**src/rtl/mvb_rr_arbiter_if.sv**
```systemverilog
// MVB arbiter bus bundle: RX_PORTS input streams in, one registered stream with source index out.
interface mvb_rr_arbiter_if #(
  parameter int RX_PORTS   = 4,
  parameter int ITEMS      = 4,
  parameter int DATA_WIDTH = 32
);
  localparam int SEL_W = $clog2(RX_PORTS);

  logic [RX_PORTS-1:0][ITEMS-1:0][DATA_WIDTH-1:0] rx_data;
  logic [RX_PORTS-1:0][ITEMS-1:0]                 rx_vld;
  logic [RX_PORTS-1:0]                            rx_src_rdy;
  logic [RX_PORTS-1:0]                            rx_dst_rdy;
  logic [ITEMS-1:0][DATA_WIDTH-1:0]               tx_data;
  logic [ITEMS-1:0]                               tx_vld;
  logic [SEL_W-1:0]                               tx_sel;
  logic                                           tx_src_rdy;
  logic                                           tx_dst_rdy;

  modport slave (
    input  rx_data, rx_vld, rx_src_rdy, tx_dst_rdy,
    output rx_dst_rdy, tx_data, tx_vld, tx_sel, tx_src_rdy
  );
  modport master (
    output rx_data, rx_vld, rx_src_rdy, tx_dst_rdy,
    input  rx_dst_rdy, tx_data, tx_vld, tx_sel, tx_src_rdy
  );
endinterface

```
**src/rtl/mvb_rr_arbiter.sv**
```systemverilog
// Round-robin MVB arbiter with optional burst lock and a registered output word.
// Optional: MVB_RR_ARB_DROP_EMPTY_EN acknowledges all-invalid words without forwarding them.
module mvb_rr_arbiter #(
  parameter int RX_PORTS   = 4,
  parameter int ITEMS      = 4,
  parameter int DATA_WIDTH = 32,
  parameter int MAX_BURST  = 1
)(
  input logic              clk,
  input logic              reset,
  mvb_rr_arbiter_if.slave  bus
);
  localparam int SEL_W = $clog2(RX_PORTS);
  localparam int CNT_W = $clog2(MAX_BURST + 1);
`ifdef MVB_RR_ARB_DROP_EMPTY_EN
  localparam bit DROP_EMPTY = 1'b1;
`else
  localparam bit DROP_EMPTY = 1'b0;
`endif

  typedef enum logic {IDLE, LOCK} state_t;

  state_t           state;
  logic [SEL_W-1:0] ptr, lock_port, gnt_idx, scan_base, idx;
  logic [CNT_W-1:0] burst_cnt, cnt_inc;
  logic             accept, gnt_vld, lock_hold, xfer, empty, wr;
  int               s;

  function automatic logic [SEL_W-1:0] nxt(input logic [SEL_W-1:0] p);
    return (p == SEL_W'(RX_PORTS - 1)) ? '0 : p + SEL_W'(1);
  endfunction

  assign accept    = !bus.tx_src_rdy | bus.tx_dst_rdy;
  assign lock_hold = (state == LOCK) & bus.rx_src_rdy[lock_port];
  assign scan_base = (state == LOCK) ? nxt(lock_port) : ptr;

  // Scan downwards so the port closest to scan_base is assigned last and wins.
  always_comb begin
    gnt_vld = 1'b0;
    gnt_idx = '0;
    s       = 0;
    idx     = '0;
    if (lock_hold) begin
      gnt_vld = 1'b1;
      gnt_idx = lock_port;
    end else begin
      for (int i = RX_PORTS - 1; i >= 0; i--) begin
        s = int'(scan_base) + i;
        if (s >= RX_PORTS) s = s - RX_PORTS;
        idx = SEL_W'(s);
        if (bus.rx_src_rdy[idx]) begin
          gnt_vld = 1'b1;
          gnt_idx = idx;
        end
      end
    end
  end

  assign xfer    = gnt_vld & accept & !reset;
  assign empty   = (bus.rx_vld[gnt_idx] == '0);
  assign wr      = xfer & !(DROP_EMPTY & empty);
  assign cnt_inc = burst_cnt + CNT_W'(1);

  for (genvar p = 0; p < RX_PORTS; p++) begin : g_dst
    assign bus.rx_dst_rdy[p] = xfer & (gnt_idx == SEL_W'(p));
  end

  always_ff @(posedge clk) begin
    if (reset) begin
      bus.tx_src_rdy <= 1'b0;
      bus.tx_vld     <= '0;
      bus.tx_sel     <= '0;
      bus.tx_data    <= '0;
    end else if (accept) begin
      bus.tx_src_rdy <= wr;
      if (wr) begin
        bus.tx_data <= bus.rx_data[gnt_idx];
        bus.tx_vld  <= bus.rx_vld[gnt_idx];
        bus.tx_sel  <= gnt_idx;
      end
    end
  end

  // Later non-blocking writes override earlier ones: a lock release followed by a
  // same-cycle grant to another port ends up with that port's IDLE handling.
  always_ff @(posedge clk) begin
    if (reset) begin
      state     <= IDLE;
      ptr       <= '0;
      lock_port <= '0;
      burst_cnt <= '0;
    end else if (accept) begin
      if (lock_hold) begin
        if (wr) begin
          if (cnt_inc == CNT_W'(MAX_BURST)) begin
            state     <= IDLE;
            ptr       <= nxt(lock_port);
            burst_cnt <= '0;
          end else begin
            burst_cnt <= cnt_inc;
          end
        end
      end else begin
        if (state == LOCK) begin
          state     <= IDLE;
          ptr       <= nxt(lock_port);
          burst_cnt <= '0;
        end
        if (gnt_vld) begin
          if (MAX_BURST == 1 || !wr) begin
            ptr <= nxt(gnt_idx);
          end else begin
            state     <= LOCK;
            lock_port <= gnt_idx;
            burst_cnt <= CNT_W'(1);
          end
        end
      end
    end
  end
endmodule
```
**src/flat_wrapper.sv**
```systemverilog
// flat-port wrapper written by rule: the top's interface ports become plain ports
module mvb_rr_arbiter_flat 
#(
  parameter int RX_PORTS   = 4,
  parameter int ITEMS      = 4,
  parameter int DATA_WIDTH = 32,
  parameter int MAX_BURST  = 1
)
  (clk, reset, bus_rx_data, bus_rx_vld, bus_rx_src_rdy, bus_tx_dst_rdy, bus_rx_dst_rdy, bus_tx_data, bus_tx_vld, bus_tx_sel, bus_tx_src_rdy);
  mvb_rr_arbiter_if #(.RX_PORTS(RX_PORTS), .ITEMS(ITEMS), .DATA_WIDTH(DATA_WIDTH)) bus_i ();
  input logic clk;
  input logic reset;
  input wire logic [$bits(bus_i.rx_data)-1:0] bus_rx_data;
  input wire logic [$bits(bus_i.rx_vld)-1:0] bus_rx_vld;
  input wire logic [$bits(bus_i.rx_src_rdy)-1:0] bus_rx_src_rdy;
  input wire logic [$bits(bus_i.tx_dst_rdy)-1:0] bus_tx_dst_rdy;
  output wire logic [$bits(bus_i.rx_dst_rdy)-1:0] bus_rx_dst_rdy;
  output wire logic [$bits(bus_i.tx_data)-1:0] bus_tx_data;
  output wire logic [$bits(bus_i.tx_vld)-1:0] bus_tx_vld;
  output wire logic [$bits(bus_i.tx_sel)-1:0] bus_tx_sel;
  output wire logic [$bits(bus_i.tx_src_rdy)-1:0] bus_tx_src_rdy;
  assign bus_i.rx_data = bus_rx_data;
  assign bus_i.rx_vld = bus_rx_vld;
  assign bus_i.rx_src_rdy = bus_rx_src_rdy;
  assign bus_i.tx_dst_rdy = bus_tx_dst_rdy;
  assign bus_rx_dst_rdy = bus_i.rx_dst_rdy;
  assign bus_tx_data = bus_i.tx_data;
  assign bus_tx_vld = bus_i.tx_vld;
  assign bus_tx_sel = bus_i.tx_sel;
  assign bus_tx_src_rdy = bus_i.tx_src_rdy;
  mvb_rr_arbiter #(.RX_PORTS(RX_PORTS), .ITEMS(ITEMS), .DATA_WIDTH(DATA_WIDTH), .MAX_BURST(MAX_BURST)) u_core (.clk(clk), .reset(reset), .bus(bus_i));
endmodule
```
**config.mk**
```make
export PLATFORM = sky130hd
export DESIGN_NAME = mvb_rr_arbiter_flat
export DESIGN_NICKNAME = d
export VERILOG_FILES = /design/src/rtl/mvb_rr_arbiter_if.sv /design/src/rtl/mvb_rr_arbiter.sv /design/src/flat_wrapper.sv
export SDC_FILE = /design/constraint.sdc
export NUM_CORES = 1
export LEC_CHECK = 0
export ABC_AREA = 0
export BUFFER_PORTS_ARGS = -buffer_cell sky130_fd_sc_hd__buf_4
export CELL_PAD_IN_SITES_DETAIL_PLACEMENT = 0
export CELL_PAD_IN_SITES_GLOBAL_PLACEMENT = 1
export CORE_AREA = 8 8 258 260
export CTS_CLUSTER_DIAMETER = 120
export DETAILED_ROUTE_END_ITERATION = 16
export DIE_AREA = 0 0 266 268
export PLACE_DENSITY = 0.54
export REMOVE_ABC_BUFFERS = 1
export SLEW_MARGIN = 20
export SYNTH_ARGS = -nofsm -noshare
export SYNTH_HDL_FRONTEND = slang
export SYNTH_SLANG_ARGS = --single-unit
```
**constraint.sdc**
```tcl
create_clock -name clk -period 3.4 [get_ports clk]
set_input_delay 0.17 -clock clk [delete_from_list [all_inputs] [get_ports clk]]
set_output_delay 0.17 -clock clk [all_outputs]
set_load 0.03 [all_outputs]
```
======== Yosys cells after proc, flatten, opt, wreduce, memory -nomap -nowiden ========
Cells that the tools add are included.
Widths: inputs -> output; s select.
cells by class
  reduce and logical (&&, ||, !) cells .... 7
  mux-type cells .......................... 42
  bitwise operators ....................... 8
  equal/unequal tests ..................... 5
  add/subtract/negate cells ............... 9
  $lt $le $gt $ge ......................... 9
operator list
  operator             count
  $bmux 128 s2         1
  $mux 128             1
  $mux 2               19
  $lt 2x3->1 const B   5
  $mux 1               15
  $ge 3x3->1 const B   3
  $bmux 1 s2           4
  $bmux 4 s2           1
  $sub 2x1->2 const B  4
  $and 1x1->1          7
  $add 2x2->3 const B  2
  $reduce_and 3->1     2
  $eq 2x2->1 const B   2
  $mux 4               1
  $add 2x1->3 const B  1
  $ge 2x3->1 const B   1
  $add 2x1->2 const B  1
  $eq 2x1->1 const B   1
  $logic_not 1->1      2
  $logic_not 2->1      1
  $ne 2x1->1 const B   1
  $ne 2x2->1 const B   1
  $reduce_and 2->1     1
  $reduce_bool 2->1    1
  2 further kinds      2
word-level totals
  output and inout port bits .............. 139
  input bits .............................. 535
  bits in registers ....................... 139
  logic and storage cells ................. 90

======== Logic depth before layout (Yosys ltp) ========
Gate-level depths: netlist of the first run.
  word-level depth ........................ 16
  depth in mapped cells ................... 8
  depth with buffers taken out ............ 5

======== Worst setup path before layout of the first run ========
Ideal clock, no wire load.
  path type ............................... reg2out
  start ................................... register u_core.ptr[0]
  end ..................................... output port bus_rx_dst_rdy[1]
  cell stages (with the launch flop) ...... 8
  data arrival time ....................... 1.880 ns
  path slack .............................. 1.350 ns
  required time ........................... 3.230 ns
  buffers on the path ..................... 2
  cell sequence ........................... dfxtp_1 > nor2b_1 > or4b_1 > buf_2 > nand2_2 > nand2_2 > clkbuf_1 > nor2_1
on the way
  word-level cells in the longest chain between the ends .. 15
  elaborated cells on any way between the ends .. 42
  those cells by class .................... add/sub (7); order compare (4); eq/ne (1); mux (27); bitwise (3)
ends and longest elaborated chain
  element                                           RTL line               source
  start, declared                                   mvb_rr_arbiter.sv:24   logic [SEL_W-1:0] ptr, lock_port, gnt_idx, scan_base, idx;
  start signal, assigned                            mvb_rr_arbiter.sv:97   ptr <= nxt(lock_port);
  start signal, assigned                            mvb_rr_arbiter.sv:106  ptr <= nxt(lock_port);
  start signal, assigned                            mvb_rr_arbiter.sv:111  ptr <= nxt(gnt_idx);
  $mux 2 (*)                                        n/a
  $add 2x2->3                                       mvb_rr_arbiter.sv:48   s = int'(scan_base) + i;
  $ge 3x3->1 / $sub 2x1->2 (equally long branches)  mvb_rr_arbiter.sv:49   if (s >= RX_PORTS) s = s - RX_PORTS;
  $mux 2                                            mvb_rr_arbiter.sv:49
  $mux 2                                            mvb_rr_arbiter.sv:43   if (lock_hold) begin
  $bmux 1 s2                                        mvb_rr_arbiter.sv:51   if (bus.rx_src_rdy[idx]) begin
  $mux 1 (not written as such)                      mvb_rr_arbiter.sv:51
  $mux 1 (4 in a row)                               mvb_rr_arbiter.sv:51
  $mux 1                                            mvb_rr_arbiter.sv:43
  $and 1x1->1 (2 in a row)                          mvb_rr_arbiter.sv:59   assign xfer = gnt_vld & accept & !reset;
  $and 1x1->1 (*)                                   mvb_rr_arbiter.sv:65   assign bus.rx_dst_rdy[p] = xfer & (gnt_idx == SEL_W'(p));
  end, declared                                     flat_wrapper.sv:17     output wire logic [$bits(bus_i.rx_dst_rdy)-1:0] bus_rx_dst_rdy;
Mark *: on every way between the ends. The rest lies on a longest branch, timed or not. The select of a mux whose other input is x is not followed.

======== Worst setup path after layout of the first run ========
  start ................................... register u_core.ptr[0]
  end ..................................... register u_core.bus.tx_data[58]
on the way
  word-level cells in the longest chain between the ends .. 15
  elaborated cells on any way between the ends .. 43
  those cells by class .................... add/sub (7); order compare (4); mux (29); bitwise (2); reduce/logical (1)
ends and longest elaborated chain
  element                                           RTL line                 source
  $mux 2 (*)                                        n/a
  $add 2x2->3                                       mvb_rr_arbiter.sv:48
  $ge 3x3->1 / $sub 2x1->2 (equally long branches)  mvb_rr_arbiter.sv:49
  $mux 2                                            mvb_rr_arbiter.sv:49
  $mux 2                                            mvb_rr_arbiter.sv:43
  $bmux 1 s2                                        mvb_rr_arbiter.sv:51
  $mux 1 (not written as such)                      mvb_rr_arbiter.sv:51
  $mux 1 (4 in a row)                               mvb_rr_arbiter.sv:51
  $mux 1                                            mvb_rr_arbiter.sv:43
  $and 1x1->1 (2 in a row)                          mvb_rr_arbiter.sv:59
  $reduce_and 2->1 (no source line)                 n/a
  end signal, assigned                              mvb_rr_arbiter.sv:77     bus.tx_data <= bus.rx_data[gnt_idx];
  end, declared                                     mvb_rr_arbiter_if.sv:21  output rx_dst_rdy, tx_data, tx_vld, tx_sel, tx_src_rdy
Marks and branches as above.
A chain may end at the register's enable or synchronous reset.

==> flow_summary.toml, run 1 <==
[timing]
finalHoldViolCount = 0
finalMaxSlewViolations = 0
setup_ws_ns = 0.378
setup_viol = 0
tightest_slew_ns = 1.03
slew_headroom_pct = 31.3
whs_ns = 0.0458
max_clock_freq_mhz = 331
period_minus_slack_ns = 3.02
finalClockSkew_ns = 0.0109
min_period_over_period_pct = 88.9
rsz0062_at_grt = "false"

[grt]
grt_overflow_total = 0
grt_pass1_wl_mm = 80.1
grt_pass1_vias = 12500
grt_antenna_before_repair = 0
grt_start_max_net_pins = 111
track_usage_pct = 14.6

[clock_tree]
htreeDepth = 4
insertion_delay_ns = 0.46
clkTransAtPathRegs_ns = 0.07
hold_buffers = 202
cts_setup_buffers = 0
clock-sinks = 137
cts_root_buffer = "clkbuf_16"
cts_tree = "yes"
cts_buffer_depth = 2
numCtsBuffers = 17
cts_resized = 0

[synth]
yosysTopAreaCell = "dfxtp_1"
synth_area_leaders = "dfxtp_1 (30%), mux2i_1 (15%), o211ai_2 (11%), a21o_1 (9.0%), o21ai_0 (6.7%)"
seq_area_frac_synth_pct = 30.0
ys_ff_latch = 137
syn_area_per_cell_um2 = 8.41
syn_inst = 1086
synth_warnings = 0
synth_area_um2 = 9130
synth_cell_types = 34
synth_top_cell_area_share_pct = 30.0

[floorplanning]
std_cell_rows = 92
die_h_um = 268
start_util_pct = 14.6
io_pins = 674
fp.dieW_um = 266
core-area_um2 = 62400
dieArea_um2 = 71300

[route]
dr.max_layer_used = "met4"
met1_length_mm = 21.1
ant_nets = 0
via_per_inst = 4.25
drc = 0
post_drt_wl_per_cell_um = 19.9
drtPass1Iterations = 5
routed-wl-met3_mm = 5.22
drt_iter0_drc = 475
vias = 11700
routed-wl-met2_mm = 27.1
routed_wl_mm = 54.8

[setup_path]
slowest_delay_ns = 0.80
path_cells = "nor2b_1, or4b_1, and2_1, buf_4, mux2i_1, dlygate4sd3_1, o211ai_1"
crit_fanout = 17
worstPathArrival_ns = 3.33
cp.required_ns = 3.71
crit_path_end_kind = "flop"
timing.critical_path.buf_inv = 2
crit_path_start_kind = "flop"
crit_type = "reg -> reg"
critPathTopFamily = "simple AND/OR/NAND/NOR gates"
crit_slowest_cell = "and2_1"

[pwr]
power_w = 0.00735
p_int_w = 0.00458
seqPwrFrac_pct = 27.4
p_comb_share_pct = 45.0
swShare_pct = 37.6
power.switching_w = 0.00277
leakagePower_nw = 8.02
p_per_area_nw_per_um2 = 415
ir_drop_mv = 0.368
clkPwrFrac_pct = 27.6

[cells_and_area]
fill_cells = 6733
seqCellArea_um2 = 2740
n_antenna_cell = 0
fin_cells = 2752
nets = 2428
layout_commonest_cell = "buf_4"
drive_gt1_share_pct = 43.2
final_cell_mix = "buf_4 (692), dlygate4sd3_1 (202), nand2_1 (138)"
syn_to_final_growth_pct = 93.8
multi_input_area_um2 = 5860
stdcell_area_um2 = 17700

[placed_design]
io_buffer_count = 673
dp.cells = 2518
gp_congestion = 0.871
hpwlAfterDp_mm = 41.5
dp_worst_setup_slack_ns = 0.712
placed_cell_area_um2 = 15100

[flow_run]
max-cap-violations = 0

[hold_path]
hold_path_class = "in -> reg"

[status]
status = "finished, final reports clean"
[stage by stage]
step                      setup TNS (ns)  util, %
final                                  0     28.4
after floorplan                  -313.84        -
after detailed placement               0     24.1
after global routing                   0     28.4
after global placement                 0     24.1
after CTS                              0     28.4
[path summary, 6_finish.rpt]
check | from | to | slack, ns | cells past startpoint
worst min-delay path | bus_rx_data[420] | u_core.bus.tx_data[36] | 0.05 | 3
worst max register to register | u_core.ptr[0] | u_core.bus.tx_data[58] | 0.38 | 7
worst max-delay path | u_core.ptr[0] | u_core.bus.tx_data[58] | 0.38 | 7
worst min register to register | u_core.bus.tx_data[26] | u_core.bus.tx_data[26] | 0.47 | 2
[power groups by stage]
stage / sequential (W) / clock, W / combinational (W)
after CTS: 0.00202 / 0.00213 / 0.00335
final: 0.00202 / 0.00203 / 0.00331
after global routing: 0.00205 / 0.00219 / 0.00353
after global placement: 0.00204 / 0 / 0.00303
after detailed placement: 0.00205 / 0 / 0.00305
after floorplan: 0.00253 / 0 / 0.00111
[area by class of cell]
class	count	share of cell area (%)
sequential	137	15.5
multi-input combinational	832	33.1
clock inverter	13	0.947
clock buffer	19	2.50
timing repair buffer	904	41.9
tap	846	5.98
inverter	1	0.0212
[worst register-to-register path, stage by stage, from the launching register on]
cell and delay [ns]:
dfxtp_1 0.34, nor2b_1 0.33, or4b_1 0.20, and2_1 0.80
buf_4 0.34, mux2i_1 0.20, dlygate4sd3_1 0.58, o211ai_1 0.08
[Yosys cell counts, drive strengths merged]
cell type    n
nand2      140
dfxtp      137
mux2i      134
o211ai     132
o21ai      132
nand3      111
a21o       110
clkbuf      66
buf         50
and3        23
a21boi      22
nor2        11
nor2b        4
a211oi       3
a21oi        2
a211o        1
a311oi       1
and2         1
inv          1
nor4         1
o21ba        1
o21bai       1
or4          1
or4b         1
[cells by family after synthesis]
logic type,share of synthesized area [%]
compound gates,34.2
buf+inv,6.43
flops,30.0
mux,14.7
simple gates,14.7
[sequential cells by signal (all words and copies together), names as in the netlist]
name                   cells
u_core.bus.tx_data       128
u_core.bus.tx_vld          4
u_core.bus.tx_sel          2
u_core.ptr                 2
u_core.bus.tx_src_rdy      1
[metal layers]
layer  up-vias  track usage [%]
met1      5475             15.9
met4         0             4.95
met5         -                0
li1       5614                -
met2       534             25.6
met3        62             5.99
Power figures use the tool's default switching activity.
==> run 2, diff against run 1 <==
--- a/config.mk
+++ b/config.mk
@@ -9,11 +9,12 @@
 export BUFFER_PORTS_ARGS = -buffer_cell sky130_fd_sc_hd__buf_4
 export CELL_PAD_IN_SITES_DETAIL_PLACEMENT = 0
 export CELL_PAD_IN_SITES_GLOBAL_PLACEMENT = 1
-export CORE_AREA = 8 8 258 260
+export CORE_AREA = 8 8 254 256
+export CTS_BUF_LIST = sky130_fd_sc_hd__clkbuf_4 sky130_fd_sc_hd__clkbuf_8
 export CTS_CLUSTER_DIAMETER = 120
 export DETAILED_ROUTE_END_ITERATION = 16
-export DIE_AREA = 0 0 266 268
-export PLACE_DENSITY = 0.54
+export DIE_AREA = 0 0 262 264
+export PLACE_DENSITY = 0.56
 export REMOVE_ABC_BUFFERS = 1
 export SLEW_MARGIN = 20
 export SYNTH_ARGS = -nofsm -noshare
==> run 2 against run 1 <==
Effect of this change: clock skew is 0.0092 ns higher; non-clock buffer count is 190 higher; hold slack better by 0.020 ns; utilization is 3.4 points higher; critical path type unchanged; first-iteration DRC count is 16% higher; cell count is 4.9% higher; fmax is 7.1% lower; critical endpoint is now u_core.bus.tx_vld[3]; combinational power is 13% higher.
==> flow_summary.toml, run 2 (synthesis results as in run 1) <==
[route]
routed_wl_mm = 56.7
ant_nets = 0
drt_iter0_drc = 552
routed-wl-met2_mm = 28.0
vias = 12500
dr.max_layer_used = "met5"
routed-wl-met3_mm = 5.25
met1_length_mm = 21.3
drtPass1Iterations = 5
drc = 0
via_per_inst = 4.32
post_drt_wl_per_cell_um = 19.6

[timing]
setup_viol = 0
max_clock_freq_mhz = 307
tightest_slew_ns = 0.962
finalMaxSlewViolations = 0
min_period_over_period_pct = 95.7
whs_ns = 0.0661
finalHoldViolCount = 0
rsz0062_at_grt = "false"
finalClockSkew_ns = 0.0201
slew_headroom_pct = 35.7
period_minus_slack_ns = 3.25

[cells_and_area]
syn_to_final_growth_pct = 112
drive_gt1_share_pct = 39.0
fill_cells = 6404
stdcell_area_um2 = 19300
largest-register = "u_core.bus.tx_data"
final_cell_mix = "buf_4 (682), dlygate4sd3_1 (398), nand2_1 (138)"
nets = 2618
top_regs = "u_core.bus.tx_data x128, u_core.bus.tx_vld x4"
layout_commonest_cell = "buf_4"
largest_reg_flops = 128

[pwr]
power.switching_w = 0.00280
p_int_w = 0.00435
seqPwrFrac_pct = 28.2
leakagePower_nw = 8.91
clkPwrFrac_pct = 19.3
ir_drop_mv = 0.274
swShare_pct = 39.1
p_comb_share_pct = 52.5
p_per_area_nw_per_um2 = 370

[setup_path]
worstPathArrival_ns = 3.69
reg2regPathDepth = 8
cp.depth = 8
timing.critical_path.buf_inv = 3
crit_slowest_cell = "dlygate4sd3_1"
crit_path_end_kind = "flop"
path_cells = "nor2b_1, a211oi_4, nor2_4, buf_6, mux2i_1, dlygate4sd3_1, o211ai_1, dlygate4sd3_1"
r2r_setup_slack_ns = 0.15
cp.required_ns = 3.84
reg2reg_to = "u_core.bus.tx_vld[3]"
crit_path_frequent_cell = "dlygate4sd3_1"
crit_fanout = 31
critPathTopFamily = "buffers and inverters"
slowest_delay_ns = 0.60
rr_startpoint = "u_core.ptr[0]"
crit_type = "reg -> reg"
crit_path_start_kind = "flop"

[floorplanning]
std_cell_rows = 91
dieArea_um2 = 69200
core-area_um2 = 60800
die_h_um = 264
fp.dieW_um = 262
io_pins = 674
start_util_pct = 15.0

[flow_run]
max-cap-violations = 0

[placed_design]
gp_congestion = 0.835
io_buffer_count = 673
placed_cell_area_um2 = 14900
hpwlAfterDp_mm = 41.1

[clock_tree]
clkTransAtPathRegs_ns = 0.09
numCtsBuffers = 17
htreeDepth = 4
cts_buffer_depth = 2
cts_tree = "yes"
insertion_delay_ns = 0.55
clock-sinks = 137
cts_root_buffer = "clkbuf_8"

[hold_path]
hold_end = "u_core.bus.tx_data[74]"
min_from = "bus_rx_data[202]"
hold_path_class = "in -> reg"
hold_path_depth = 3

[grt]
grt_antenna_before_repair = 3
grt_pass1_wl_mm = 82.6
track_usage_pct = 15.6
grt_overflow_total = 0
grt_start_max_net_pins = 111
grt_pass1_vias = 13600

[status]
status = "finished, final reports clean"
-- run 2: cell count changes in the layout (fill, tap and decap cells not counted), moves of 4 or more --
cell / change
dlygate4sd3_1: +196
clkbuf_16: -17
buf_6: +4
buf_4: -10
clkbuf_8: +16
-- run 2: area by class of cell --
type / instances / area [um2] / area share (%)
repair buffers: 1094 / 9350 / 48.4
multi-input cells: 832 / 5860 / 30.3
flip-flops and latches: 137 / 2740 / 14.2
well taps: 790 / 988 / 5.12
clock buffers: 18 / 241 / 1.25
clock inverters: 14 / 125 / 0.648
diodes: 2 / 5.00 / 0.0259
inverters: 1 / 3.75 / 0.0194
-- run 2: repair_timing --
action	in CTS	in global routing
hold endpoints to repair	137	0
resized for setup	0	4
hold buffers	398	0
buffers inserted	0	0
endpoints found under the setup margin	0	54
-- run 2: power groups by stage --
stage               combinational [W]  clock, W  sequential [W]
CTS                           0.00376   0.00146         0.00201
global route                  0.00398   0.00152         0.00205
finish                        0.00375   0.00138         0.00201
floorplan                     0.00111         0         0.00253
global placement              0.00301         0         0.00204
detailed placement            0.00303         0         0.00205
-- run 2: worst register-to-register path, stage by stage, from the launching register on --
cell and delay, ns:
dfxtp_1 0.33, nor2b_1 0.31, a211oi_4 0.11, nor2_4 0.44
buf_6 0.44, mux2i_1 0.27, dlygate4sd3_1 0.60, o211ai_1 0.09
dlygate4sd3_1 0.58
-- run 2: worst max path at each step --
stage | slack [ns] | endpoint | startpoint
detailed placement | 0.91 | u_core.bus.tx_data[95] | bus_rx_src_rdy[2]
floorplan | -2.56 | bus_rx_dst_rdy[0] | u_core.ptr[1]
CTS | 0.02 | u_core.bus.tx_data[122] | u_core.ptr[0]
global placement | 0.91 | u_core.bus.tx_data[55] | bus_rx_src_rdy[2]
finish | 0.15 | u_core.bus.tx_vld[3] | u_core.ptr[0]
global route | 0.02 | u_core.bus.tx_vld[3] | u_core.ptr[0]
-- run 2: through the flow --
stage | TNS (ns) | setup WS, ns | instances | util [%] | total power [W]
2_1_floorplan | -313.84 | -2.56 | 970 | - | 0.00364
3_3_place_gp | 0 | 0.906 | 2456 | 24.6 | 0.00506
3_5_place_dp | 0 | 0.912 | 2456 | 24.6 | 0.00508
4_1_cts | 0 | 0.0154 | 2886 | 31.7 | 0.00724
5_1_grt | 0 | 0.0180 | 2888 | 31.8 | 0.00755
6_report | 0 | 0.145 | 2888 | 31.8 | 0.00715
-- run 2: per-layer routing --
layer  vias up  global-route usage (%)
met5         -                       0
met4         4                    7.15
met3        92                    5.72
met2       511                    27.4
met1      5871                    16.3
li1       5989                       -
==> run 3, diff against run 2 <==
==> constraint.sdc (replaced) <==
create_clock -name clk -period 3.4 [get_ports clk]
set_input_delay 0.34 -clock clk [delete_from_list [all_inputs] [get_ports clk]]
set_output_delay 0.34 -clock clk [all_outputs]
set_load 0.03 [all_outputs]
==> run 3 against run 2 <==
Effect of this change: global-route usage is 1.0 points lower; clock skew is 0.010 ns lower; sequential power hardly changed; sequential share of layout area is 3.7 points higher; critical path type is now reg -> out; sequential cell count stayed put; final area is 21% lower; critical endpoint is now bus_rx_dst_rdy[2]; non-clock buffer count is 400 lower; largest power group unchanged; fmax is 18% higher; hold slack better by 0.028 ns.
==> flow_summary.toml, run 3 (synthesis results as in run 1) <==
[cells_and_area]
drive_gt1_share_pct = 48.0
multi_input_area_um2 = 5860
nets = 2218
largest_reg_flops = 128
top_regs = "u_core.bus.tx_data x128, u_core.bus.tx_vld x4"
seqCellArea_um2 = 2740
layout_commonest_cell = "buf_4"
largest-register = "u_core.bus.tx_data"
final_cell_mix = "buf_4 (685), nand2_1 (138), dfxtp_1 (137)"
stdcell_area_um2 = 15400
fill_cells = 6645
syn_to_final_growth_pct = 68.1

[route]
ant_nets = 0
post_drt_wl_per_cell_um = 21.4
drt_iter0_drc = 468
drtPass1Iterations = 4
drc = 0
routed_wl_mm = 53.2
via_per_inst = 4.35
vias = 10800

[timing]
min_period_over_period_pct = 81.3
tightest_slew_ns = 0.883
max_clock_freq_mhz = 362
finalClockSkew_ns = 0.0100
period_minus_slack_ns = 2.77
setup_viol = 0
whs_ns = 0.0939
finalMaxSlewViolations = 0
slew_headroom_pct = 41.0
setup_ws_ns = 0.635
rsz0062_at_grt = "false"
finalHoldViolCount = 0

[setup_path]
worstPathArrival_ns = 2.43
timing.critical_path.buf_inv = 2
crit_path_end_kind = "output port"
critPathTopFamily = "simple AND/OR/NAND/NOR gates"
path_cells = "nor2b_1, or4b_1, nand3_4, buf_12, nor2_1, buf_4"
crit_slowest_cell = "or4b_1"
crit_type = "reg -> out"
crit_path_start_kind = "flop"
crit_fanout = 56
cp.required_ns = 3.06
slowest_delay_ns = 0.65

[grt]
grt_pass1_vias = 11800
grt_overflow_total = 0
grt_start_max_net_pins = 111
grt_pass1_wl_mm = 76.0
grt_antenna_before_repair = 3
track_usage_pct = 14.6

[clock_tree]
cts_tree = "yes"
cts_root_buffer = "clkbuf_8"
clock-sinks = 137
htreeDepth = 4
clkTransAtPathRegs_ns = 0.09
cts_buffer_depth = 2
numCtsBuffers = 17
cts_resized = 0
insertion_delay_ns = 0.53

[floorplanning]
die_h_um = 264
io_pins = 674
fp.dieW_um = 262
std_cell_rows = 91
dieArea_um2 = 69200
core-area_um2 = 60800
start_util_pct = 15.0

[placed_design]
gp_congestion = 0.826
hpwlAfterDp_mm = 41.3
io_buffer_count = 673
placed_cell_area_um2 = 14900
dp_worst_setup_slack_ns = 0.879

[pwr]
p_per_area_nw_per_um2 = 430
leakagePower_nw = 7.06
ir_drop_mv = 0.264

[hold_path]
hold_path_class = "in -> reg"

[status]
status = "finished, final reports clean"

[flow_run]
max-cap-violations = 0
==> run 3: cell types whose count changed in the layout (fill, tap and decap cells not counted) <==
cell / delta
buf_12: -2
buf_4: +3
buf_6: -4
bufinv_16: +3
clkbuf_8: +2
clkinv_2: -2
clkinvlp_4: -1
dlygate4sd3_1: -397
inv_6: -3
==> run 3: power by group <==
group / internal, W / switching [W]
Sequential: 0.00187 / 0.000150
Clock: 0.000841 / 0.000788
Combinational: 0.00126 / 0.00170
Total: 0.00397 / 0.00264
==> run 3: cell type report <==
type	instances	area share [%]
well taps	790	6.44
clock buffers	20	1.75
flip-flops and latches	137	17.9
clock inverters	11	1.12
multi-input cells	832	38.2
repair buffers	694	34.6
diodes	2	0.0326
inverters	1	0.0244
==> run 3: worst register-to-register path, delay by kind of cell (launching register included) <==
kind / cells / cell delay, ns
simple gates: 3 / 1.11
flops: 1 / 0.34
mux: 1 / 0.28
buf+inv: 1 / 0.40
compound gates: 1 / 0.10
==> run 3: through the flow <==
step / std cells / util [%] / setup TNS [ns] / power [W]
2_1_floorplan: 970 / - / -324.85 / 0.00364
3_3_place_gp: 2453 / 24.5 / 0 / 0.00503
3_5_place_dp: 2453 / 24.5 / 0 / 0.00505
4_1_cts: 2485 / 25.2 / 0 / 0.00674
5_1_grt: 2487 / 25.3 / 0 / 0.00698
6_report: 2487 / 25.3 / 0 / 0.00660
==> run 3: worst paths after layout <==
| path | startpoint | endpoint | depth (start not counted) | slack, ns |
|---|---|---|---|---|
| worst max-delay path | u_core.ptr[0] | bus_rx_dst_rdy[2] | 6 | 0.63 |
| worst min-delay path | bus_rx_data[407] | u_core.bus.tx_data[23] | 3 | 0.09 |
| worst max register to register | u_core.ptr[0] | u_core.bus.tx_data[49] | 6 | 1.03 |
| worst min register to register | u_core.bus.tx_data[54] | u_core.bus.tx_data[54] | 2 | 0.48 |
==> run 3: what timing repair did <==
action	CTS	global route
buffers inserted	0	0
endpoints found under the hold margin	5	0
setup endpoints to repair	0	0
hold buffers	1	0
==> run 3: routing by layer <==
| layer | GRT usage, % | vias to the layer above | share of wire [%] |
|---|---|---|---|
| met5 | 0 | - | 0.024 |
| met4 | 6.13 | 2 | 3.5 |
| met3 | 6.32 | 68 | 10 |
| met2 | 25.3 | 496 | 49 |
| met1 | 15.1 | 5049 | 37 |
| li1 | - | 5195 | - |
